**config.mk**
```make
export PLATFORM = sky130hd
export DESIGN_NAME = display_mode_ctrl
export DESIGN_NICKNAME = d
export VERILOG_FILES = /design/src/rtl/disp_pkg.sv /design/src/rtl/edge_detect.sv /design/src/rtl/display_mode_ctrl.sv
export SDC_FILE = /design/constraint.sdc
export NUM_CORES = 1
export LEC_CHECK = 0
export CAP_MARGIN = 20
export CORE_AREA = 5 5 71 47
export CTS_CLUSTER_SIZE = 12
export DETAILED_ROUTE_END_ITERATION = 10
export DIE_AREA = 0 0 76 52
export PLACE_DENSITY = 0.56
export RECOVER_POWER = 50
export SLEW_MARGIN = 10
export SYNTH_ARGS = -nofsm -noshare
export SYNTH_HDL_FRONTEND = slang
export SYNTH_SLANG_ARGS = --single-unit
```
**constraint.sdc**
```tcl
create_clock -name clk -period 1.8 [get_ports clk]
set_clock_uncertainty 0.1 [all_clocks]
set_input_delay 0.36 -clock clk [delete_from_list [all_inputs] [get_ports clk]]
set_output_delay 0.36 -clock clk [all_outputs]
set_load 0.02 [all_outputs]
```
**src/rtl/disp_pkg.sv**
```systemverilog
// Shared types and constants for the display mode controller.
// DISP_IDLE_BLANK_EN adds the BLANK state used for inactivity blanking.
package disp_pkg;

   localparam int HOLD_W = 4;
   localparam int IDLE_W = 6;

   typedef enum logic [1:0] {
      SEL_BLANK = 2'd0,
      SEL_SW    = 2'd1,
      SEL_TMR   = 2'd2,
      SEL_MEM   = 2'd3
   } disp_sel_t;

   typedef enum logic [1:0] {
      ST_SW  = 2'd0,
      ST_TMR = 2'd1,
      ST_MEM = 2'd2
`ifdef DISP_IDLE_BLANK_EN
      , ST_BLANK = 2'd3
`endif
   } state_t;

   // Saved view bit: 0 = stopwatch, 1 = timer.
   function automatic state_t view_state(input logic view);
      return view ? ST_TMR : ST_SW;
   endfunction

   function automatic disp_sel_t sel_of(input state_t s);
      disp_sel_t sel;
      case (s)
         ST_TMR:   sel = SEL_TMR;
         ST_MEM:   sel = SEL_MEM;
`ifdef DISP_IDLE_BLANK_EN
         ST_BLANK: sel = SEL_BLANK;
`endif
         default:  sel = SEL_SW;
      endcase
      return sel;
   endfunction

endpackage

```
**src/rtl/edge_detect.sv**
```systemverilog
// Rising-edge detector: registered one-cycle pulse in the cycle after a
// 0->1 transition is sampled. History clears to 0 on reset, so a level
// already high at reset release yields an event.
module edge_detect (
   input  logic clk,
   input  logic rst,
   input  logic din,
   output logic evt
);

   logic prev_q, prev_d;
   logic evt_q, evt_d;

   // Next history and pulse.
   always_comb begin
      prev_d = din;
      evt_d  = din & ~prev_q;
   end

   // History and pulse registers.
   always_ff @(posedge clk) begin
      if (rst) begin
         prev_q <= 1'b0;
         evt_q  <= 1'b0;
      end else begin
         prev_q <= prev_d;
         evt_q  <= evt_d;
      end
   end

   assign evt = evt_q;

endmodule

```
**src/rtl/display_mode_ctrl.sv**
```systemverilog
// Display mode controller: stopwatch/timer view toggle, timed memory view,
// timer-expiry alert with blinking, optional inactivity blanking
// (enabled by defining DISP_IDLE_BLANK_EN).
//
// state    | meaning
// ---------+--------------------------------------------------
// ST_SW    | showing stopwatch
// ST_TMR   | showing timer
// ST_MEM   | showing memory, hold counter runs on 1 Hz strobe
// ST_BLANK | display blanked after inactivity (optional build)
module display_mode_ctrl
   import disp_pkg::*;
#(
   parameter int MEM_HOLD_SEC = 3,
   parameter int IDLE_SEC     = 30
) (
   input  logic       clk,
   input  logic       rst,
   input  logic       mode_btn,
   input  logic       recall_btn,
   input  logic       timer_expired,
   input  logic       strobe_1hz,
   output logic [1:0] output_select,
   output logic       alert,
   output logic       display_en
);

   localparam logic [HOLD_W-1:0] HOLD_LOAD = HOLD_W'(MEM_HOLD_SEC);

   logic mode_evt, recall_evt, tmr_evt;

   edge_detect u_mode_edge   (.clk(clk), .rst(rst), .din(mode_btn),      .evt(mode_evt));
   edge_detect u_recall_edge (.clk(clk), .rst(rst), .din(recall_btn),    .evt(recall_evt));
   edge_detect u_tmr_edge    (.clk(clk), .rst(rst), .din(timer_expired), .evt(tmr_evt));

   state_t            state_q, state_d;
   disp_sel_t         sel_q, sel_d;
   logic              saved_q, saved_d;
   logic [HOLD_W-1:0] hold_q, hold_d;
   logic              alert_q, alert_d;
   logic              disp_en_q, disp_en_d;

`ifdef DISP_IDLE_BLANK_EN
   localparam logic [IDLE_W-1:0] IDLE_LIM = IDLE_W'(IDLE_SEC);
   logic [IDLE_W-1:0] idle_q, idle_d;
`else
   logic unused_idle_sec;
   assign unused_idle_sec = (IDLE_SEC != 0);
`endif

   // Next state: background strobe effects first, then prioritized events override.
   always_comb begin
      state_d   = state_q;
      saved_d   = saved_q;
      hold_d    = hold_q;
      alert_d   = alert_q;
      disp_en_d = disp_en_q;
`ifdef DISP_IDLE_BLANK_EN
      idle_d    = idle_q;
`endif

      if (strobe_1hz && state_q == ST_MEM) begin
         if (hold_q == HOLD_W'(1)) begin
            hold_d  = '0;
            state_d = view_state(saved_q);
         end else if (hold_q != '0) begin
            hold_d = hold_q - 1'b1;
         end
      end

      if (strobe_1hz && alert_q)
         disp_en_d = ~disp_en_q;

`ifdef DISP_IDLE_BLANK_EN
      if (strobe_1hz && !mode_evt && !recall_evt && !alert_q && idle_q != '1)
         idle_d = idle_q + 1'b1;
      if ((state_q == ST_SW || state_q == ST_TMR) && idle_d >= IDLE_LIM) begin
         saved_d = (state_q == ST_TMR);
         state_d = ST_BLANK;
         idle_d  = '0;
      end
`endif

      if (tmr_evt) begin
         state_d   = ST_TMR;
         alert_d   = 1'b1;
         disp_en_d = 1'b1;
         hold_d    = '0;
`ifdef DISP_IDLE_BLANK_EN
         idle_d    = '0;
`endif
      end else if (recall_evt || mode_evt) begin
`ifdef DISP_IDLE_BLANK_EN
         idle_d = '0;
`endif
         if (alert_q) begin
            // Press only acknowledges the alert; view stays put.
            alert_d   = 1'b0;
            disp_en_d = 1'b1;
            state_d   = state_q;
            hold_d    = hold_q;
         end else if (recall_evt) begin
            case (state_q)
               ST_SW, ST_TMR: begin
                  saved_d = (state_q == ST_TMR);
                  state_d = ST_MEM;
                  hold_d  = HOLD_LOAD;
               end
               ST_MEM: begin
                  state_d = ST_MEM;
                  hold_d  = HOLD_LOAD;
               end
`ifdef DISP_IDLE_BLANK_EN
               ST_BLANK: state_d = view_state(saved_q);
`endif
               default: state_d = ST_SW;
            endcase
         end else begin
            case (state_q)
               ST_SW:  state_d = ST_TMR;
               ST_TMR: state_d = ST_SW;
               ST_MEM: begin
                  state_d = view_state(~saved_q);
                  hold_d  = '0;
               end
`ifdef DISP_IDLE_BLANK_EN
               ST_BLANK: state_d = view_state(saved_q);
`endif
               default: state_d = ST_SW;
            endcase
         end
      end

      sel_d = sel_of(state_d);
   end

   // Control registers.
   always_ff @(posedge clk) begin
      if (rst) begin
         state_q   <= ST_SW;
         sel_q     <= SEL_SW;
         saved_q   <= 1'b0;
         hold_q    <= '0;
         alert_q   <= 1'b0;
         disp_en_q <= 1'b1;
`ifdef DISP_IDLE_BLANK_EN
         idle_q    <= '0;
`endif
      end else begin
         state_q   <= state_d;
         sel_q     <= sel_d;
         saved_q   <= saved_d;
         hold_q    <= hold_d;
         alert_q   <= alert_d;
         disp_en_q <= disp_en_d;
`ifdef DISP_IDLE_BLANK_EN
         idle_q    <= idle_d;
`endif
      end
   end

   assign output_select = sel_q;
   assign alert         = alert_q;
   assign display_en    = disp_en_q;

endmodule
```
==> results of run 1 <==
## worst paths after layout
path                                                      start                            to  cells past startpoint
worst min-delay path                                        rst            alert$_SDFFE_PP0P_                      2
worst min register to register  u_recall_edge.prev_q$_SDFF_PP0_  u_recall_edge.evt$_SDFF_PP0_                      1
worst max register to register           hold_q[0]$_SDFFE_PP0P_        hold_q[1]$_SDFFE_PP0P_                      6
worst max-delay path                     hold_q[0]$_SDFFE_PP0P_        hold_q[1]$_SDFFE_PP0P_                      6
## area by class of cell
| class | count | area, um^2 |
|---|---|---|
| fillers | 276 | 1540 |
| multi-input cells | 70 | 482 |
| flip-flops and latches | 17 | 347 |
| repair buffers | 23 | 196 |
| well taps | 34 | 42.5 |
| clock buffers | 3 | 41.3 |
| inverters | 7 | 26.3 |
| clock inverters | 1 | 7.51 |
## critical path: cells and delay by family (launching register included)
| family | cells | cell delay [ps] |
|---|---|---|
| AO/OA/AOI/OAI | 1 | 170 |
| adder cells (fa/ha/maj) | 1 | 220 |
| buffers and inverters | 1 | 70 |
| flip-flops | 1 | 360 |
| AND/OR/NAND/NOR | 3 | 700 |
## cell families (layout without fill, tap and decap cells)
family,Yosys count,in the layout,share of synthesized area [%]
AOI/OAI and AO/OA,26,26,20.3
adders and majority gates,4,4,5.76
buffers and inverters,10,34,6.05
DFF,17,17,39.2
muxes,1,1,1.15
and+or+nand+nor,39,39,27.5
## per-layer routing
layer,wire length (um),vias to the layer above,GRT usage [%]
li1,-,398,-
met1,1020,354,14.7
met2,787,16,15.3
met3,96,4,3.63
met4,34,0,3.55
met5,0,-,0
## synth_stat cells, drive strengths merged, types with 2 or more instances
library cell,number,area share [%]
or4,2,1.7
a31oi,2,1.4
nor3b,2,1.7
nor2b,5,3.6
buf,2,2.6
nand2b,2,1.4
and2b,4,3.5
nand2,3,1.3
inv,7,3.0
o21ai,8,4.6
dfxtp,17,39
nor3,2,1.2
or4b,2,2.3
ha,4,5.8
a21oi,10,5.8
nand4,2,1.4
nor2,8,3.5
## flip-flops by register name (all words and copies together), names as in the netlist
name,count
display_en,1
u_recall_edge.prev_q,1
hold_q,4
u_recall_edge.evt,1
saved_q,1
u_tmr_edge.prev_q,1
u_mode_edge.evt,1
u_mode_edge.prev_q,1
state_q,2
output_select,2
u_tmr_edge.evt,1
alert,1
## power breakdown
group | switching [W] | internal, W | total [W]
registers | 0.0000168 | 0.000399 | 0.000415
clock network | 0.000150 | 0.000156 | 0.000306
logic | 0.0000794 | 0.0000893 | 0.000169
## layout by cell type (no fill, tap or decap), types with 2 or more instances in the layout
| cell type | instances |
|---|---|
| buf_4 | 14 |
| nand2_1 | 3 |
| a21oi_1 | 10 |
| dfxtp_2 | 5 |
| and2b_1 | 4 |
| nand4_1 | 2 |
| ha_1 | 3 |
| nor3_1 | 2 |
| dlygate4sd3_1 | 3 |
| a31oi_1 | 2 |
| nor2b_1 | 5 |
| or4b_1 | 2 |
| dfxtp_1 | 12 |
| nor3b_1 | 2 |
| clkbuf_8 | 3 |
| inv_1 | 7 |
| o21ai_0 | 6 |
| nand2b_1 | 2 |
| clkdlybuf4s50_1 | 4 |
| nor2_1 | 8 |
| o21ai_1 | 2 |
## per-stage QoR
| stage | TNS [ps] | utilization, % | cells | worst slack (ps) | hold WS (ps) |
|---|---|---|---|---|---|
| after detailed placement | -713 | 40.2 | 151 | -289 | 272 |
| after floorplan | 0 | - | 97 | 5.10 | 267 |
| after global placement | -605 | 40.2 | 151 | -246 | 272 |
| final | 0 | 42.6 | 155 | 72.5 | 252 |
| after CTS | 0 | 42.1 | 155 | 6.14 | 283 |
| after global routing | -29.0 | 42.6 | 155 | -10.6 | 292 |
## timing repair
item / in CTS / in global routing
gates resized for setup: 2 / 7
pin swaps: 0 / 1
hold endpoints to repair: 0 / 0
setup endpoints to repair: 2 / 4
cloned: 0 / 0
==> impl_metrics.env, run 1 <==
export IMPL_synthDistinctLibCells=33
export IMPL_clk_latency_ps=260
export IMPL_synth_cells=97
export IMPL_htreeDepth=1
export IMPL_hold_viol_final=0
export IMPL_synth_edf_count=0
export IMPL_clock_sinks=17
export IMPL_stdcell_area_um2=1140
export IMPL_post_cts_buffers=0
export IMPL_cellPowerDensity_nw_per_um2=780
export IMPL_grt_pass1_vias=725
export IMPL_syn2layout_area_growth_pct=31.6
export IMPL_grt_pass1_wl_um=3350
export IMPL_gr_total_overflow=0
export IMPL_clk_path_buf_depth=2
export IMPL_vias=772
export IMPL_timing_fmax_ghz=0.579
export IMPL_dp_hpwl_um=1550
export IMPL_crit_path_top_delay_cell="or3b_2"
export IMPL_critPathKind="reg -> reg"
export IMPL_async_flop_share_pct=0
export IMPL_postRouteWirelength_um=1940
export IMPL_crit_chain="inv_1 > ha_1 > nor3b_1 > or3b_2 > a31oi_1 > nor3_1"
export IMPL_crit_path_max_fanout=5
export IMPL_avgSynthCellArea_um2=8.95
export IMPL_power_w=0.000891
export IMPL_critPathMaxStageDelay_ps=480
export IMPL_worstPathArrival_ps=1780
export IMPL_cts_tree="done"
export IMPL_drv_cap=0
export IMPL_n_antenna_cell=0
export IMPL_firstDrtPassIters=4
export IMPL_ys_ff_latch=17
export IMPL_die_height_um=52
export IMPL_io_pins=10
export IMPL_place_congestion=0.882
export IMPL_layout_drive_gt1_share_pct=24.0
export IMPL_rows=15
export IMPL_wl_per_cell_um=12.5
export IMPL_drt_initial_drc_count=26
export IMPL_grt_usage_pct=10.6
export IMPL_leakagePower_nw=0.453
export IMPL_finalMaxSlewViolations=0
export IMPL_start_kind="register"
export IMPL_antenna_found_initial=0
export IMPL_port_buffers=9
export IMPL_vias_per_cell=4.98
export IMPL_seq_area_frac_synth_pct=39.2
export IMPL_synth_nets=107
export IMPL_clockRootBuffer="clkbuf_8"
export IMPL_period_needed_ps=1730
export IMPL_die_x_um=76
export IMPL_ys_warnings_count=0
export IMPL_cts_hold_buf=0
export IMPL_required_ps=1850
export IMPL_synth_area_um2=868
export IMPL_synth_flop_cell="dfxtp_1"
export IMPL_die_area_um2=3950
export IMPL_end_kind="register"
export IMPL_start_util_pct=32.4
export IMPL_max_slew_margin_rel_pct=71.9
export IMPL_cts_buffers=3
export IMPL_grt_setup_unrepaired="yes"
export IMPL_antenna_left=0
export IMPL_drcViolationCount=0
export IMPL_ir_worst_vdd_mv=0.449
export IMPL_place_area_um2=1080
export IMPL_clk_pin_slew_ps=70
export IMPL_r2r_setup_slack_ps=70
export IMPL_post_route_period_util_pct=96.0
export IMPL_grt_max_degree=12
export IMPL_setup_viol=0
export IMPL_layout_nets=132
export IMPL_outcome="finished, final reports clean"
export IMPL_core_um2=2680
export IMPL_worst_pin_slew_ps=416
export IMPL_hold_class="in -> reg"
Note: power is estimated with default switching activity, not from simulation.
==> run 2, diff against run 1 <==
PLACE_DENSITY = unset   (was 0.56)
==> run 2 against run 1 <==
Count of clock-buffer cells in the layout did not move. Utilization rose by 0.98 points. Setup slack got worse by 32 ps. Critical path depth fell by 1. Cell count rose by 1.9%. Power fell by 1.0%. Clock power fell by 6.5%. Sequential share of layout area fell by 0.68 points. Sequential cell count did not move.
==> impl_metrics.env, run 2 (synthesis results as in run 1) <==
export IMPL_period_needed_ps=1760
export IMPL_hold_viol_final=0
export IMPL_max_slew_margin_rel_pct=77.8
export IMPL_antenna_left=0
export IMPL_grt_pass1_wl_um=3380
export IMPL_vias=828
export IMPL_die_height_um=52
export IMPL_leakagePower_nw=0.454
export IMPL_hold_slack_ps=276
export IMPL_clk_pin_slew_ps=70
export IMPL_post_route_period_util_pct=97.7
export IMPL_grt_max_degree=11
export IMPL_cellPowerDensity_nw_per_um2=754
export IMPL_finalMaxSlewViolations=0
export IMPL_clk_path_buf_depth=2
export IMPL_hold_class="reg -> reg"
export IMPL_core_um2=2680
export IMPL_final_common_cell="buf_4"
export IMPL_worstPathArrival_ps=1840
export IMPL_clockRootBuffer="clkbuf_8"
export IMPL_wl_per_cell_um=12.9
export IMPL_ir_worst_vdd_mv=0.389
export IMPL_die_area_um2=3950
export IMPL_switching_share_pct=26.4
export IMPL_start_util_pct=32.4
export IMPL_grt_pass1_vias=746
export IMPL_clk_latency_ps=250
export IMPL_required_ps=1880
export IMPL_p_seq_share_pct=47.1
export IMPL_drv_cap=0
export IMPL_p_clk_share_pct=32.5
export IMPL_combPwrFrac_pct=20.5
export IMPL_pre_cts_slack_ps=-264
export IMPL_largest_reg_flops=4
export IMPL_gr_total_overflow=0
export IMPL_dp_hpwl_um=1570
export IMPL_rows=15
export IMPL_p_int_w=0.000649
export IMPL_drt_initial_drc_count=50
export IMPL_place_congestion=0.864
export IMPL_io_pins=10
export IMPL_setup_viol=0
export IMPL_crit_path_max_fanout=3
export IMPL_layout_common_cells="buf_4, dfxtp_1, a21oi_1, clkdlybuf4s50_1, nor2_1"
export IMPL_die_x_um=76
export IMPL_layout_setup_ws_ps=40.8
export IMPL_clock_sinks=17
export IMPL_outcome="finished, final reports clean"
export IMPL_timing_fmax_ghz=0.568
export IMPL_worst_pin_slew_ps=332
export IMPL_n_antenna_cell=0
export IMPL_vias_per_cell=5.24
export IMPL_port_buffers=9
export IMPL_instances_no_fill=158
export IMPL_critPathKind="in -> reg"
export IMPL_syn2layout_area_growth_pct=34.6
export IMPL_cts_hold_buf=0
export IMPL_p_sw_w=0.000232
export IMPL_power_w=0.000882
export IMPL_start_kind="primary input"
export IMPL_regMostFlops="hold_q"
export IMPL_end_kind="register"
export IMPL_dp_cells=154
export IMPL_layout_drive_gt1_share_pct=26.6
export IMPL_grt_usage_pct=11.1
export IMPL_postRouteWirelength_um=2030
export IMPL_drcViolationCount=0
export IMPL_htreeDepth=1
export IMPL_antenna_found_initial=0
export IMPL_firstDrtPassIters=4
export IMPL_cts_tree="done"
export IMPL_layout_nets=135
export IMPL_cts_buffers=3
==> run 2: layout make-up <==
class                           instances  area [um^2]
Timing Repair Buffer                   26          214
Inverter                                7         26.3
Clock buffer                            3         41.3
Fill cell                             266         1520
Tap cell                               34         42.5
Multi-Input combinational cell         70          493
Sequential cell                        17          347
Clock inverter                          1         5.00
==> run 2: routing by layer <==
layer	part of all wire, %	GRT usage [%]	vias up
met1	48	14.0	391
met5	0	0	-
met3	7.1	3.81	6
met2	42	16.3	29
met4	2.7	6.21	0
li1	-	-	402
==> run 2: what timing repair did <==
action                                  4_1_cts  5_1_grt
buffers inserted                              0        0
endpoints found under the setup margin        0        5
hold endpoints to repair                      0        0
resized for setup                             0       10
==> run 2: path summary, 6_finish.rpt <==
kind	startpoint	to	slack, ps	cells past startpoint
setup / recovery	rst	hold_q[2]$_SDFFE_PP0P_	40	5
hold / removal	u_recall_edge.prev_q$_SDFF_PP0_	u_recall_edge.evt$_SDFF_PP0_	280	1
setup reg to reg	state_q[0]$_SDFF_PP0_	hold_q[2]$_SDFFE_PP0P_	80	5
hold reg to reg	u_recall_edge.prev_q$_SDFF_PP0_	u_recall_edge.evt$_SDFF_PP0_	280	1
==> run 2: worst max-delay path, cell delays in order <==
cell,delay [ps]
clkdlybuf4s50_1,430
or4_4,440
o41ai_4,70
or4b_1,450
o21ai_1,100
==> run 2: power by group through the flow <==
stage | clock [W] | sequential [W] | combinational, W
global placement | 0 | 0.000421 | 0.000174
detailed placement | 0 | 0.000422 | 0.000176
CTS | 0.000295 | 0.000414 | 0.000177
finish | 0.000286 | 0.000415 | 0.000180
global route | 0.000325 | 0.000418 | 0.000196
floorplan | 0 | 0.000427 | 0.0000945
==> run 2: per-stage QoR <==
step	instance area [um^2]	utilization, %	TNS (ps)
finish	1170	43.5	0
floorplan	872	-	0
global route	1170	43.5	-6.36
detailed placement	1100	41.1	-721
CTS	1150	42.8	0
global placement	1100	41.1	-632
==> run 3, diff against run 2 <==
SKIP_CTS_REPAIR_TIMING = 1   (was unset)
==> results of run 3 <==
Final layout, timing and power as in run 2 (identical DEF).
